<file path="src/rtl/repeat_counter_pkg.sv">
// Shared constants and helpers for the repeat counter.
// Direction encodings and the rep_idx width rule.
package repeat_counter_pkg;

  localparam logic DIR_UP   = 1'b1;
  localparam logic DIR_DOWN = 1'b0;

  function automatic int rw_of(input int rep);
    int w;
    w = $clog2(rep);
    return (w < 1) ? 1 : w;
  endfunction

endpackage

</file>
<file path="src/rtl/repeat_prescaler.sv">
// Hold-group position tracker for the repeat counter.
// Emits an advance strobe on the last enabled cycle of each group.
module repeat_prescaler
  import repeat_counter_pkg::*;
#(
  parameter int REPEAT = 3,
  parameter int RW     = rw_of(REPEAT)
) (
  input  logic          clk,
  input  logic          rst,
  input  logic          en,
  input  logic          clr,
  output logic [RW-1:0] rep_idx,
  output logic          last_rep,
  output logic          adv
);

  localparam logic [RW-1:0] LAST = RW'(REPEAT - 1);

  assign last_rep = (rep_idx == LAST);
  // a clear (load) takes priority over advancing
  assign adv      = en & ~clr & last_rep;

  always_ff @(posedge clk) begin
    if (!rst) begin
      rep_idx <= '0;
    end else if (clr) begin
      rep_idx <= '0;
    end else if (en) begin
      rep_idx <= last_rep ? '0 : rep_idx + 1'b1;
    end
  end

endmodule

</file>
<file path="src/rtl/repeat_counter.sv">
// Repeat counter: each value held REPEAT enabled cycles,
// with up/down, saturating load and step/wrap pulses.
module repeat_counter
  import repeat_counter_pkg::*;
#(
  parameter  int WIDTH     = 2,
  parameter  int REPEAT    = 3,
  parameter  int MAX_COUNT = 3,
  localparam int RW        = rw_of(REPEAT)
) (
  input  logic             clk,
  input  logic             rst,
  input  logic             en,
  input  logic             up_dn,
  input  logic             load,
  input  logic [WIDTH-1:0] load_val,
  output logic [WIDTH-1:0] count,
  output logic [RW-1:0]    rep_idx,
  output logic             last_rep,
  output logic             step,
  output logic             wrap
);

  localparam logic [WIDTH-1:0] MAXV = WIDTH'(MAX_COUNT);

  logic             adv;
  logic [WIDTH-1:0] nxt;
  logic             nwrap;
  logic [WIDTH-1:0] sat;

  repeat_prescaler #(
    .REPEAT (REPEAT),
    .RW     (RW)
  ) u_pre (
    .clk      (clk),
    .rst      (rst),
    .en       (en),
    .clr      (load),
    .rep_idx  (rep_idx),
    .last_rep (last_rep),
    .adv      (adv)
  );

  assign sat = (load_val > MAXV) ? MAXV : load_val;

  // out-of-range state recovers to 0 in either direction
  always_comb begin
    nxt   = count;
    nwrap = 1'b0;
    if (count > MAXV) begin
      nxt   = '0;
      nwrap = 1'b1;
    end else if (up_dn == DIR_UP) begin
      if (count == MAXV) begin
        nxt   = '0;
        nwrap = 1'b1;
      end else begin
        nxt = count + 1'b1;
      end
    end else begin
      if (count == '0) begin
        nxt   = MAXV;
        nwrap = 1'b1;
      end else begin
        nxt = count - 1'b1;
      end
    end
  end

  always_ff @(posedge clk) begin
    if (!rst) begin
      count <= '0;
      step  <= 1'b0;
      wrap  <= 1'b0;
    end else if (load) begin
      count <= sat;
      step  <= 1'b0;
      wrap  <= 1'b0;
    end else if (adv) begin
      count <= nxt;
      step  <= 1'b1;
      wrap  <= nwrap;
    end else begin
      step  <= 1'b0;
      wrap  <= 1'b0;
    end
  end

endmodule

</file>
<file path="config.mk">
export PLATFORM = sky130hd
export DESIGN_NAME = repeat_counter
export DESIGN_NICKNAME = d
export VERILOG_FILES = /design/src/rtl/repeat_counter_pkg.sv /design/src/rtl/repeat_prescaler.sv /design/src/rtl/repeat_counter.sv
export SDC_FILE = /design/constraint.sdc
export NUM_CORES = 1
export LEC_CHECK = 0
export CORE_AREA = 2 2 39 41
export DETAILED_ROUTE_END_ITERATION = 16
export DIE_AREA = 0 0 41 43
export SYNTH_ARGS = -nofsm -noshare
export SYNTH_HDL_FRONTEND = slang
export SYNTH_SLANG_ARGS = --single-unit
</file>
<file path="constraint.sdc">
create_clock -name clk -period 1.4 [get_ports clk]
set_input_delay 0.28 -clock clk [delete_from_list [all_inputs] [get_ports clk]]
set_output_delay 0.28 -clock clk [all_outputs]
set_load 0.02 [all_outputs]
</file>
### After elaboration in Yosys (flattened, before gate mapping)

Index checks and enable logic that the tools add are counted.

* $add $sub $neg: 3
* magnitude comparators: 2
* equal/unequal tests: 2
* multiplexer cells: 13
* bitwise operators: 5
* reductions and logical operators: 4

Operators with widths (count)
* two-way mux 2 bit: 8
* two-way mux 1 bit: 5
* adder 2 x 1 -> 2 bit (second input constant): 2
* == test 2 bit (second input constant): 2
* > comparator 2 bit (second input constant): 2
* inverter 1 bit: 3
* OR reduction 3 bit: 1
* AND 1 bit: 2
* logical NOT 2 bit: 1
* nonzero test 2 bit: 1
* OR reduction 2 bit: 1
* subtractor 2 x 1 -> 2 bit (second input constant): 1

* flip-flop bits (word level): 6
* input port bits: 7
* output and inout bits: 7
* logic and storage cells: 33

### Longest topological paths before layout

Gate-level depths: netlist of the first run.

* depth in word-level cells: 6
* gate-level depth with buffers: 5
* gate-level depth less buffers: 5

### By module

From an unflattened synthesis of the first run, not the netlist that was laid out.

* cell total of the unflattened synthesis: 32
* area total of the unflattened synthesis: 299.0 sq um

By module, submodules not included
* repeat_counter: instances 1, cells each 21, area each 195.2 sq um, sequential area each 80.1 sq um
* repeat_prescaler: instances 1, cells each 11, area each 103.8 sq um, sequential area each 40.0 sq um

### Worst setup path after synthesis of the first run

OpenSTA, ideal clock, no wires.

* path type: reg-to-reg
* from: reg count[0]
* to: reg count[1]
* arrival time: 1.342 ns
* required time: 1.338 ns
* setup slack: -0.004 ns
* stages on the path, launching flop included: 6
* path buffers: 0
* period minus slack after synthesis: 1.404 ns
* cells stage by stage: dfxtp_1 inv_1 ha_1 xor2_1 or3_1 nand3_1

* longest elaborated chain between the ends: 6

Ends and longest elaborated chain
* start: declaration: line repeat_counter.sv:17 `output logic [WIDTH-1:0] count,`
* start signal: assignment: line repeat_counter.sv:76 `count <= sat;`
* start signal: assignment: line repeat_counter.sv:80 `count <= nxt;`
* subtractor 2 x 1 -> 2 bit, or another cell as far along: line repeat_counter.sv:65 `nxt = count - 1'b1;`
* two-way mux 2 bit, on equally long branches: line repeat_counter.sv:61, repeat_counter.sv:54
* two-way mux 2 bit: line repeat_counter.sv:53 `end else if (up_dn == DIR_UP) begin`
* two-way mux 2 bit (*): line repeat_counter.sv:50 `if (count > MAXV) begin`
* two-way mux 2 bit (*): line repeat_counter.sv:79 `end else if (adv) begin`
* two-way mux 2 bit (*): line repeat_counter.sv:75 `end else if (load) begin`

Every way passes the cells marked *; elsewhere a longest branch is shown, timed or not. The select of a mux whose other input is x is not followed.
A chain may end at the register's enable or synchronous reset.

### Final worst setup path of the first run

* from: reg u_pre.rep_idx[1]
* to: out last_rep

* longest elaborated chain between the ends: 1

Ends and longest elaborated chain
* start: declaration: line repeat_prescaler.sv:13 `output logic [RW-1:0] rep_idx,`
* start signal: assignment: line repeat_prescaler.sv:30 `rep_idx <= last_rep ? '0 : rep_idx + 1'b1;`
* == test 2 bit: line repeat_prescaler.sv:20 `assign last_rep = (rep_idx == LAST);`
* end: declaration: line repeat_counter.sv:19 `output logic last_rep,`

Every way passes these cells.

==> impl_metrics.toml, run 1 <==
[run_status]
status = "complete, no violations"

[cells_and_area]
fill_cells = 154
diodes = 0
fin_nets = 70
drive_above_1_share_pct = 23.7
layout-area-overhead-vs-synth_pct = 70.6

[floorplan]
ios = 14
core_um2 = 1380
die_x_um = 41
die_area_um2 = 1760
start_util_pct = 23.1
fp.dieH_um = 43
fp-row-count = 14

[clock_tree]
post_cts_buffers = 0
cts_made_buffers = 3
cts_buffer_depth = 2
clk_pin_slew_ns = 0.05
htreeDepth = 1
insertion_delay_ns = 0.24
cts_tree = "built"
cts_sinks = 6
root_buffer = "clkbuf_4"

[sta]
maxSlewHeadroom_pct = 86.2
fin_skew_ns = 0.00699
fin_hold_ws_ns = 0.549
fmax_ghz = 0.761
fin_tns_setup_ns = 0
setup_viol = 0
finalCritPeriodShare_pct = 93.9
fin_crit_ns = 1.31
hold_viol_final = 0
finalMaxSlewViolations = 0
worstMarginPinSlew_ns = 0.208
rsz0062_at_grt = "false"

[global_routing]
grt_pass1_vias = 281
grt_max_degree = 6
grt_pass1_wl_um = 1040
global_route.usage.met1_pct = 12.0
busiest_layer = "met1"
grt_use_met2_pct = 10.9
antenna_found_initial = 0
overflow = 0
track_usage_pct = 8.75
grt_use_met3_pct = 3.14

[power_and_ir_drop]
p_per_area_nw_per_um2 = 770
p_clk_share_pct = 37.4
swShare_pct = 23.6
p_sw_w = 0.0000988
p_leak_nw = 0.290
power_w = 0.000419
internal-power_w = 0.000321
combinationalPowerShare_pct = 19.2
power_frac_seq_pct = 43.4
ir_drop_mv = 0.407

[worst_hold_path]
hold_path_class = "reg2reg"
min_from = "count[1]$_SDFFE_PN0P_"
worstHoldPathCells = 2
whs_endpoint = "count[1]$_SDFFE_PN0P_"

[detailed_routing]
post_drt_wl_per_cell_um = 8.60
vias_per_cell = 4.27
firstDrtPassIters = 3
drcViolationCount = 0
postRouteAntennaNets = 0
via_count = 320
drtIter0Drc = 3
wirelength_um = 645

[critical_path]
crit_chain = "nor2b_1, dlygate4sd2_1"
crit_required_ns = 1.12
ff2ff_path_depth = 5
crit_path_max_incr_delay_ns = 0.34
cp_num_buf_inv = 1
cp_slowest_cell = "dfxtp_1"
path_depth = 2
path_max_fanout = 3
timing.reg2reg.setup_slack_ns = 0.11
critPathLaunchType = "flip-flop"
cp.arrival_ns = 1.03
crit_family = "flip-flops"
critPathKind = "reg2out"
end_kind = "primary output"
r2r-start = "count[1]$_SDFFE_PN0P_"
r2r-end = "count[1]$_SDFFE_PN0P_"

[synthesis]
synthSimpleGateAreaFrac_pct = 32.5
synth_fa_ha_area_share_pct = 7.84
synthTopCellsByArea = "dfxtp_1, ha_1, a21oi_1"
syn_inst = 35
synth.largest_area_cell = "dfxtp_1"
synth-xor-area-share_pct = 2.75
synthArstFlopShare_pct = 0
synth_ff_type = "dfxtp_1"
synth_top_area_share_pct = 37.6
ys.warnings.count = 0
yosysSeqAreaShare_pct = 37.6
synth_compound_area_share_pct = 10.2
synth_edf_count = 0
syn_avg_cell_area_um2 = 9.12
synth_top_family_by_area = "simple AND/OR/NAND/NOR gates"
yosys-mux-area-fraction_pct = 3.14
ys_ff_latch = 6
synth.cell_area_um2 = 319
synth_cell_type_count = 18
syn-num-nets = 44

[place]
dp_hpwl_um = 538
port_buffers = 13
place_congestion = 0.711

[run]
maxCapViolCount = 0
layer usage:
metal / share of wire (%) / vias to the layer above
met5: 0 / -
li1: - / 170
met2: 45 / 9
met3: 4.2 / 2
met4: 2.2 / 0
met1: 48 / 139
state kept, by name, summed over array words and instances (netlist names):
name,count
count,2
wrap,1
u_pre.rep_idx,2
step,1
synth_stat cells (2+ instances only):
cell type,count
nor2_1,2
ha_1,2
dfxtp_1,6
inv_1,5
nand3_1,3
nand4b_1,2
a21oi_1,4
through the flow:
stage | util, % | instances | cell area (um2) | setup WS [ns]
floorplan | - | 35 | 320 | 0.0384
global placement | 38.3 | 72 | 531 | 0.0190
detailed placement | 38.3 | 72 | 531 | 0.00919
CTS | 39.3 | 75 | 544 | 0.0682
global route | 39.3 | 75 | 544 | 0.0178
finish | 39.3 | 75 | 544 | 0.0853
kinds of logic (layout without fill, tap and decap cells):
| family | Yosys count | count (layout) |
|---|---|---|
| AND/OR/NAND/NOR | 15 | 15 |
| flip-flops | 6 | 6 |
| AO/OA/AOI/OAI | 5 | 5 |
| buffers and inverters | 5 | 29 |
| adder cells (fa/ha/maj) | 2 | 2 |
| XOR/XNOR | 1 | 1 |
| multiplexers | 1 | 1 |
power by group through the flow:
stage	Clock (W)	Combinational, W	Sequential (W)
after floorplan	0	0.0000266	0.000192
after global placement	0	0.0000837	0.000186
after detailed placement	0	0.0000850	0.000186
after CTS	0.000165	0.0000814	0.000182
after global routing	0.000172	0.0000875	0.000183
final	0.000157	0.0000804	0.000182
worst register-to-register path, cell delays in order, from the launching register on:
cell	delay (ns)
dfxtp_1	0.37
inv_1	0.06
ha_1	0.28
xor2_1	0.16
or3_1	0.31
nand3_1	0.07
area by class of cell:
class                   instances  area, um2  share of cell area, %
clock buffers                   3       22.5                   4.14
inverters                       5       18.8                   3.45
multi-input cells              24        180                   33.1
flip-flops and latches          6        121                   22.3
well taps                      16       20.0                   3.68
repair buffers                 21        181                   33.3
timing repair:
item	CTS	global route
hold buffers	0	0
hold endpoints to repair	0	0
endpoints found under the setup margin	7	0
gates resized for setup	7	0
worst max-delay path by stage:
stage,from,to,slack (ns)
3_5_place_dp,en,count[0]$_SDFFE_PN0P_,0.009
6_report,u_pre.rep_idx[1]$_SDFFE_PP0P_,last_rep,0.09
2_1_floorplan,count[1]$_SDFFE_PN0P_,count[1]$_SDFFE_PN0P_,0.04
3_3_place_gp,en,count[0]$_SDFFE_PN0P_,0.02
5_1_grt,u_pre.rep_idx[1]$_SDFFE_PP0P_,last_rep,0.02
4_1_cts,u_pre.rep_idx[1]$_SDFFE_PP0P_,last_rep,0.07
cells in the final DEF (no fill, tap or decap), drive strengths merged, types with 2 or more instances in the layout:
master         netlist  layout
buf                  0       8
dlygate4sd2          0       7
clkdlybuf4s50        0       6
dfxtp                6       6
inv                  5       5
a21oi                4       4
nand3                3       3
clkbuf               0       3
nor2                 2       2
nand4b               2       2
ha                   2       2
nand3b               2       2
No activity file was read; power rests on OpenSTA's default activity.
==> run 2: changes to the inputs <==
Clock period 1.4 ns to 1.2 ns, I/O delays scaled along.
==> run 2 against run 1 <==
  * The run now ends with setup timing left
  * First-iteration DRC count rose to 3.7 times the previous value
  * Critical path depth up 3
  * Combinational power increased by 22%
  * Total power is 17% higher
  * Worst setup slack got worse by 0.12 ns
  * Cell count decreased by 1.3%
  * Clock skew down 0.0051 ns
  * Register-to-register slack lost 0.14 ns
  * Utilization rose by 0.81 points
==> impl_metrics.toml, run 2 (same netlist as run 1, synthesis figures left out) <==
[run_status]
status = "finished, violations left"
violations = "setup timing"

[sta]
fin_skew_ns = 0.00192
hold_viol_final = 0
worstMarginPinSlew_ns = 0.212
fin_tns_setup_ns = -0.0321
finalCritPeriodShare_pct = 103
worst_slack_ns = -0.0321
fin_crit_ns = 1.23
maxSlewHeadroom_pct = 85.9
rsz0062_at_grt = "true"
setup_viol = 1
fmax_ghz = 0.812
finalMaxSlewViolations = 0

[cells_and_area]
drive_above_1_share_pct = 34.5
fill_cells = 158
diodes = 0
fin_util_pct = 40.1
layout_commonest_cell = "buf_4"
layout-area-overhead-vs-synth_pct = 74.1
reg.largest.list = "count: 2 flops, u_pre.rep_idx: 2 flops"
fin_nets = 69
final_cell_mix = "buf_4, clkdlybuf4s50_1, dlygate4sd2_1, a21oi_1"
multi_input_area_um2 = 193
seq_area_um2 = 129

[global_routing]
antenna_found_initial = 0
grt_use_met2_pct = 13.1
grt_pass1_vias = 294
grt_pass1_wl_um = 1120
grt_max_degree = 7
grt_use_met3_pct = 7.85
global_route.usage.met1_pct = 12.1
busiest_layer = "met2"
track_usage_pct = 9.82
overflow = 0

[detailed_routing]
via_count = 318
firstDrtPassIters = 2
wirelength_um = 660
drtIter0Drc = 11
vias_per_cell = 4.30
postRouteAntennaNets = 0
drcViolationCount = 0
post_drt_wl_per_cell_um = 8.92

[place]
port_buffers = 13
place_congestion = 0.705
dp_hpwl_um = 558

[clock_tree]
clk_pin_slew_ns = 0.04
cts_buffer_depth = 2
postCtsHoldBufs = 0
cts_made_buffers = 3
cts_sinks = 6
htreeDepth = 1
insertion_delay_ns = 0.24
root_buffer = "clkbuf_4"
cts_tree = "built"
post_cts_buffers = 0

[floorplan]
die_x_um = 41
die_area_um2 = 1760
start_util_pct = 23.1
fp-row-count = 14
fp.dieH_um = 43
core_um2 = 1380
ios = 14

[critical_path]
end_kind = "flip-flop"
crit_required_ns = 1.38
critPathLaunchType = "flip-flop"
cp.arrival_ns = 1.41
path_max_fanout = 4
critPathKind = "reg2reg"

[power_and_ir_drop]
ir_drop_mv = 0.488
p_leak_nw = 0.281
power_w = 0.000492
p_per_area_nw_per_um2 = 885

[run]
maxCapViolCount = 0

[worst_hold_path]
hold_path_class = "reg2reg"
-- run 2: changes by cell type in the layout (fill, tap and decap cells not counted), moves of 2 or more --
| cell | before | now |
|---|---|---|
| dfxtp_1 | 5 | 3 |
| dfxtp_4 | 0 | 2 |
| dlygate4sd2_1 | 7 | 5 |
| inv_1 | 5 | 3 |
| inv_2 | 0 | 2 |
-- run 2: area by class of cell --
cell class	count	share of cell area (%)
inverter	5	3.38
tap	16	3.60
clock buffer	3	4.05
sequential	6	23.2
multi-input combinational	24	34.7
timing repair buffer	20	31.1
-- run 2: path summary, 6_finish.rpt --
path | from | endpoint | cells after the start | slack (ns)
max | count[1]$_SDFFE_PN0P_ | count[1]$_SDFFE_PN0P_ | 5 | -0.03
min | u_pre.rep_idx[0]$_SDFFE_PP0P_ | u_pre.rep_idx[1]$_SDFFE_PP0P_ | 2 | 0.53
max reg2reg | count[1]$_SDFFE_PN0P_ | count[1]$_SDFFE_PN0P_ | 5 | -0.03
min reg2reg | u_pre.rep_idx[0]$_SDFFE_PP0P_ | u_pre.rep_idx[1]$_SDFFE_PP0P_ | 2 | 0.53
-- run 2: metrics by stage --
| stage | cells | hold WS (ns) | area, um2 | setup slack, ns |
|---|---|---|---|---|
| 2_1_floorplan | 35 | 0.386 | 339 | -0.00673 |
| 3_3_place_gp | 71 | 0.545 | 542 | -0.185 |
| 3_5_place_dp | 71 | 0.544 | 542 | -0.218 |
| 4_1_cts | 74 | 0.552 | 561 | -0.0428 |
| 5_1_grt | 74 | 0.569 | 556 | -0.0690 |
| 6_report | 74 | 0.534 | 556 | -0.0321 |
-- run 2: timing repair --
item | 4_1_cts | 5_1_grt
pin swaps | 0 | 0
gates resized for setup | 11 | 2
endpoints found under the setup margin | 8 | 4
-- run 2: routing by layer --
layer | vias up | share of wire, % | routed length, um
met2 | 10 | 48 | 317
met1 | 139 | 47 | 307
met3 | 0 | 5.2 | 34
met5 | - | 0 | 0
met4 | 0 | 0 | 0
li1 | 169 | - | -
-- run 2: worst max-delay path: stages (launching register included) --
cell and delay (ns):
dfxtp_4 0.35, inv_2 0.04, ha_4 0.22, xor2_1 0.15, or3_1 0.32, nand3_1 0.07
-- run 2: power by group --
group	internal (W)	total [W]	leakage, nW	switching, W
Combinational	0.0000569	0.0000981	0.216	0.0000412
Sequential	0.000205	0.000212	0.0506	0.00000693
Clock	0.000113	0.000182	0.0138	0.0000688
==> run 3: changes to the inputs <==
Settings changed: CTS_CLUSTER_DIAMETER set to 150, SLEW_MARGIN set to 25.
==> results of run 3 <==
No change in the layout: final DEF, timing and power equal those of run 2.
